==> config.mk <==
export PLATFORM = sky130hd
export DESIGN_NAME = dwt_coeff_collector
export DESIGN_NICKNAME = d
export VERILOG_FILES = /design/src/rtl/hss_dwt_pkg.sv /design/src/rtl/hss_sync_fifo.sv /design/src/rtl/dwt_coeff_collector.sv
export SDC_FILE = /design/constraint.sdc
export NUM_CORES = 2
export LEC_CHECK = 0
export CORE_ASPECT_RATIO = 1.25
export CORE_MARGIN = 3
export CORE_UTILIZATION = 35
export CTS_CLUSTER_SIZE = 30
export DETAILED_ROUTE_END_ITERATION = 16
export PLACE_DENSITY = 0.5
export SLEW_MARGIN = 20
export SYNTH_ARGS = -nofsm -noshare
export SYNTH_HDL_FRONTEND = slang
export SYNTH_SLANG_ARGS = --single-unit
==> constraint.sdc <==
create_clock -name CLK -period 7.1 [get_ports CLK]
set_clock_uncertainty 0.15 [all_clocks]
set_input_delay 1.065 -clock CLK [delete_from_list [all_inputs] [get_ports CLK]]
set_output_delay 1.065 -clock CLK [all_outputs]
set_load 0.01 [all_outputs]
==> src/rtl/hss_dwt_pkg.sv <==
// Shared types and constants for the DWT coefficient collector.
package hss_dwt_pkg;

  localparam int DATA_W       = 32;
  localparam int ENERGY_SHIFT = 14;

  typedef enum logic [1:0] {
    IDLE    = 2'd0,
    COLLECT = 2'd1,
    DONE    = 2'd2
  } state_e;

endpackage

==> src/rtl/hss_sync_fifo.sv <==
// Synchronous first-word fall-through FIFO. The head is read combinationally
// from the registered array; it reads as zero while the FIFO is empty.
// A push into a full FIFO is taken only when a pop happens in the same cycle.
module hss_sync_fifo #(
  parameter int W     = 64,
  parameter int DEPTH = 32
) (
  input  logic         CLK,
  input  logic         RST,
  input  logic         push_i,
  input  logic [W-1:0] din_i,
  input  logic         pop_i,
  output logic         full_o,
  output logic         empty_o,
  output logic [W-1:0] head_o
);

  localparam int AW = $clog2(DEPTH);

  logic [W-1:0]  mem_q [DEPTH];
  logic [AW-1:0] wr_ptr_q, rd_ptr_q;
  logic [AW:0]   count_q;
  logic          do_push, do_pop;

  assign empty_o = (count_q == '0);
  assign full_o  = (count_q == (AW+1)'(DEPTH));
  assign do_pop  = pop_i & ~empty_o;
  assign do_push = push_i & (~full_o | do_pop);
  assign head_o  = empty_o ? '0 : mem_q[rd_ptr_q];

  // Storage array; left unreset, the empty flag masks stale contents.
  always_ff @(posedge CLK) begin
    if (do_push) mem_q[wr_ptr_q] <= din_i;
  end

  // Pointers and occupancy count.
  always_ff @(posedge CLK) begin
    if (RST) begin
      wr_ptr_q <= '0;
      rd_ptr_q <= '0;
      count_q  <= '0;
    end else begin
      if (do_push) wr_ptr_q <= wr_ptr_q + AW'(1);
      if (do_pop)  rd_ptr_q <= rd_ptr_q + AW'(1);
      case ({do_push, do_pop})
        2'b10:   count_q <= count_q + (AW+1)'(1);
        2'b01:   count_q <= count_q - (AW+1)'(1);
        default: count_q <= count_q;
      endcase
    end
  end

endmodule

==> src/rtl/dwt_coeff_collector.sv <==
// Collects decimated {hi,lo} DWT coefficient pairs into a FIFO for one frame.
// Optional detail-energy accumulator enabled by defining DWT_ENERGY_ACC_EN.
//
// state   | meaning
// IDLE    | waiting for start, in_valid ignored
// COLLECT | counting pairs and pushing them to the FIFO
// DONE    | frame complete, FIFO draining, in_valid ignored
module dwt_coeff_collector #(
  parameter int DATA_W = hss_dwt_pkg::DATA_W,
  parameter int DEPTH  = 32,
  parameter int CNT_W  = 16
) (
  input  logic                CLK,
  input  logic                RST,
  input  logic                start,
  input  logic [CNT_W-1:0]    frame_len,
  input  logic                in_valid,
  input  logic [DATA_W-1:0]   lo_data,
  input  logic [DATA_W-1:0]   hi_data,
  output logic                rd_valid,
  input  logic                rd_ready,
  output logic [2*DATA_W-1:0] rd_data,
  output logic                busy,
  output logic                done,
  output logic                overflow,
  output logic [CNT_W-1:0]    pair_cnt,
  output logic [63:0]         energy
);

  import hss_dwt_pkg::*;

  state_e           state_q, state_d;
  logic [CNT_W-1:0] len_q, len_d;
  logic [CNT_W-1:0] cnt_q, cnt_d;
  logic             done_q, done_d;
  logic             ovf_q, ovf_d;
  logic             fifo_full, fifo_empty;
  logic             take, pop, drop;

  // A pending strobe in the same cycle as start belongs to the abandoned frame.
  assign take = (state_q == COLLECT) & in_valid & ~start;
  assign pop  = rd_valid & rd_ready;
  assign drop = take & fifo_full & ~pop;

  hss_sync_fifo #(
    .W     (2*DATA_W),
    .DEPTH (DEPTH)
  ) u_fifo (
    .CLK     (CLK),
    .RST     (RST),
    .push_i  (take),
    .din_i   ({hi_data, lo_data}),
    .pop_i   (pop),
    .full_o  (fifo_full),
    .empty_o (fifo_empty),
    .head_o  (rd_data)
  );

  assign rd_valid = ~fifo_empty;
  assign busy     = (state_q == COLLECT);
  assign done     = done_q;
  assign overflow = ovf_q;
  assign pair_cnt = cnt_q;

  // Next state, frame counters and sticky flags.
  always_comb begin
    state_d = state_q;
    len_d   = len_q;
    cnt_d   = cnt_q;
    done_d  = done_q;
    ovf_d   = ovf_q;
    if (start) begin
      state_d = COLLECT;
      len_d   = (frame_len == '0) ? CNT_W'(1) : frame_len;
      cnt_d   = '0;
      done_d  = 1'b0;
      ovf_d   = 1'b0;
    end else if (take) begin
      cnt_d = cnt_q + CNT_W'(1);
      if (drop) ovf_d = 1'b1;
      if (cnt_d == len_q) begin
        state_d = DONE;
        done_d  = 1'b1;
      end
    end
  end

  // State and counter registers.
  always_ff @(posedge CLK) begin
    if (RST) begin
      state_q <= IDLE;
      len_q   <= '0;
      cnt_q   <= '0;
      done_q  <= 1'b0;
      ovf_q   <= 1'b0;
    end else begin
      state_q <= state_d;
      len_q   <= len_d;
      cnt_q   <= cnt_d;
      done_q  <= done_d;
      ovf_q   <= ovf_d;
    end
  end

`ifdef DWT_ENERGY_ACC_EN
  logic [63:0] hi_ext, hi_sq, energy_inc, energy_q, energy_d;
  logic [64:0] energy_sum;

  assign hi_ext     = {{(64-DATA_W){hi_data[DATA_W-1]}}, hi_data};
  assign hi_sq      = 64'($signed(hi_ext) * $signed(hi_ext));
  assign energy_inc = hi_sq >> ENERGY_SHIFT;
  assign energy_sum = {1'b0, energy_q} + {1'b0, energy_inc};

  // Saturating accumulate on every counted pair, dropped ones included.
  always_comb begin
    energy_d = energy_q;
    if (start)     energy_d = '0;
    else if (take) energy_d = energy_sum[64] ? '1 : energy_sum[63:0];
  end

  // Energy register.
  always_ff @(posedge CLK) begin
    if (RST) energy_q <= '0;
    else     energy_q <= energy_d;
  end

  assign energy = energy_q;
`else
  assign energy = 64'h0;
`endif

endmodule

==> flow_metrics.py <==
metrics = {
    "status": {
        "outcome": "finished, final reports clean",
    },
    "critical_path": {
        "crit_chain": "buf_12 -> mux4_2 -> mux4_2 -> a21oi_1 -> nor2_1 -> clkdlybuf4s50_1",
        "reg2reg_slack_ps": 3750,
        "cpPeakStageDelay_ps": 820,
        "cpMostUsedCell": "mux4_2",
        "crit_arrival_ps": 4540,
        "worst-r2r-cell-count": 6,
        "cp_max_fo": 67,
        "end_kind": "primary output",
        "critical_path_class": "reg -> out",
        "worstReg2RegEnd": "u_fifo.mem_q[25][10]",
        "crit_slowest_cell": "dfxtp_4",
        "timing.rr.start": "done",
        "cp-start-kind": "flip-flop",
        "cp.required_ps": 5880,
    },
    "cts": {
        "ctsRootBufferMaster": "clkbuf_16",
        "cts_hold_buffers": 0,
        "insertion_delay_ps": 830,
        "clk_pin_slew_ps": 60,
        "cts_buffer_depth": 4,
        "cts_setup_buffers": 0,
        "clock_sinks": 2104,
        "h-tree-depth": 4,
        "postCtsResizedCells": 0,
        "tritoncts": "built",
        "cts_buffers": 217,
    },
    "power": {
        "pwr-share-clk_pct": 37.2,
        "p_switching_mw": 6.969,
        "p_total_mw": 28.96,
        "internal_power_mw": 21.99,
        "vdd_drop_max_v": 0.0002081,
        "power_frac_seq_pct": 47.5,
        "p_comb_share_pct": 15.3,
        "powerDensity_mw_per_mm2": 308.7,
        "p_leak_nw": 27.91,
        "switching_share_pct": 24.06,
    },
    "place": {
        "gp_congestion": 0.7166,
        "io_buffers": 168,
        "dp_slack_ps": 2090,
        "dp.final_hpwl_um": 108800,
    },
    "synthesis": {
        "syn_avg_cell_area_um2": 23.03,
        "ys_seq_area_share_pct": 77.07,
        "syn-instance-count": 3528,
        "synth_flop_cell": "edfxtp_1",
        "synthArstFlopShare_pct": 0,
        "syn_area_mm2": 0.08125,
        "yosys_warnings": 0,
        "ys_seq_elements": 2104,
        "synth_top_area_share_pct": 75.69,
        "synth_edf_count": 2048,
        "synth_largest_area_cell": "edfxtp_1",
        "yosys-top-cells-count": "2048 x edfxtp_1, 603 x mux4_2, 137 x nor2_1",
        "netlist_top_cells_area": "edfxtp_1 76%, mux4_2 17%, dfxtp_1 1.4%, mux2i_1 0.94%, buf_4 0.66%",
        "yosysMostFrequentCell": "edfxtp_1",
        "synth_cell_types": 59,
    },
    "finish": {
        "nFillCells": 20283,
        "multi_input_area_mm2": 0.01775,
        "seqCellArea_mm2": 0.06264,
        "areaGrowthSynthToFinish_pct": 15.48,
        "nets": 3942,
        "drive_above_1_share_pct": 27.20,
    },
    "global_routing": {
        "grt_pass1_vias": 39416,
        "grt_antenna_before_repair": 26,
        "grt_pass1_wl_um": 295600,
        "grt_usage_pct": 17.19,
        "grt_max_degree": 94,
        "grt-ovfl-total": 0,
    },
    "routing": {
        "wire_per_inst_um": 29.03,
        "route.vias.total": 37235,
        "post-route-drc-count": 0,
        "wl_um": 206200,
        "ant_nets": 0,
        "drt-pass1-iter-count": 5,
        "via_per_inst": 5.241,
        "drt_iter0_markers": 3306,
    },
    "sta": {
        "timing.fmax_mhz": 173.9,
        "timing.final.crit_share_pct": 80.99,
        "setup-tns-final_ps": 0,
        "min_period_ps": 5751,
        "worst_pin_slew_ps": 1088,
        "finalSetupViolCount": 0,
        "rsz0062_at_grt": "false",
        "relSlewSlack_pct": 27.23,
        "setup_ws_ps": 1349,
        "final-hold-violation-count": 0,
        "slew_violations": 0,
    },
    "die": {
        "die_x_um": 436.9,
        "dieArea_mm2": 0.2380,
        "num_rows": 197,
        "die_y_um": 544.7,
        "start_util_pct": 35.22,
        "ios": 233,
        "core_region_area_mm2": 0.2307,
    },
    "worst_hold_path": {
        "min_path_type": "reg -> reg",
        "worstHoldEndpoint": "overflow",
        "hold_depth": 2,
        "hp-start": "overflow",
    },
    "job": {
        "max_cap_violations": 0,
    },
}
-- how the worst max path moves through the flow --
stage                                to  depth (start not counted)  startpoint  slack, ps
CTS                         rd_data[57]                          6   flip-flop       1160
global route                rd_data[57]                          8   flip-flop       1030
global placement            rd_data[57]                          6   flip-flop       2070
detailed placement          rd_data[57]                          6   flip-flop       2090
finish                      rd_data[57]                          6   flip-flop       1350
floorplan           u_fifo.mem_q[31][0]                          4       start       1600
-- per-stage QoR --
step                      cell area [µm²]  hold slack, ps  util, %  instances
final                               93820           302.2    40.67       7104
after global routing                93810           337.0    40.66       7100
after CTS                           93980           309.8    40.74       7099
after detailed placement            87390           301.1    37.88       6715
after global placement              87400           302.0    37.88       6715
after floorplan                     81480           314.3        -       3591
-- registers in the layout, summed over array words and instances (netlist names), named ones only --
name             flops
u_fifo.mem_q      2048
done                 1
u_fifo.count_q       6
u_fifo.rd_ptr_q      5
overflow             1
u_fifo.wr_ptr_q      5
state_q              1
pair_cnt            16
len_q               16
-- cell type report --
cell class                      count  share of cell area (%)
Multi-Input combinational cell   1223                   18.92
Tap cell                         3084                   4.113
Clock buffer                      267                   6.088
Clock inverter                    117                  0.9429
Antenna cell                        5                 0.01334
Timing Repair Buffer              295                   3.118
Inverter                            9                 0.04134
Sequential cell                  2104                   66.76
-- layout by cell type, fill, tap and decap left out, types with 20 or more instances in the layout --
| cell type | instances |
|---|---|
| buf_12 | 38 |
| nor2_4 | 31 |
| clkdlybuf4s50_1 | 131 |
| xor2_1 | 22 |
| nor2b_1 | 39 |
| mux4_2 | 603 |
| buf_4 | 89 |
| nand2_1 | 22 |
| nor2_1 | 106 |
| clkbuf_16 | 220 |
| clkinv_1 | 67 |
| conb_1 | 64 |
| clkbuf_1 | 44 |
| dfxtp_1 | 51 |
| buf_2 | 37 |
| edfxtp_1 | 2048 |
| xnor2_1 | 20 |
| a21oi_1 | 49 |
| mux2i_1 | 76 |
| a211oi_1 | 69 |
| clkinv_2 | 26 |
-- power by group through the flow --
stage	Sequential, mW	Combinational (mW)	Clock (mW)
2_1_floorplan	13.9	2.86	0
3_3_place_gp	14.0	4.58	0
3_5_place_dp	14.0	4.59	0
4_1_cts	13.8	4.61	11.1
5_1_grt	13.8	4.80	11.6
6_report	13.8	4.43	10.8
-- routing by layer --
layer,GRT usage [%],wire length [µm]
met5,0,125
met4,4.130,4575
met3,3.098,10310
met2,29.08,103800
met1,23.15,87470
-- cell families (layout without fill, tap and decap cells) --
family	Yosys count	after routing	synth area share (%)
AO/OA/AOI/OAI	160	160	1.374
XOR/XNOR	42	42	0.4528
adder cells (fa/ha/maj)	7	7	0.1078
buffers and inverters	264	688	1.657
flip-flops	2104	2104	77.07
multiplexers	680	680	17.67
other	1	69	0.004616
AND/OR/NAND/NOR	270	270	1.665
-- worst max-delay path, delay by kind of cell (launching register included) --
kind / cells / cell delay (ps)
flip-flops: 1 / 820
AND/OR/NAND/NOR: 1 / 90
multiplexers: 2 / 1070
buffers and inverters: 2 / 980
AO/OA/AOI/OAI: 1 / 590
(Power assumes the default switching activity.)
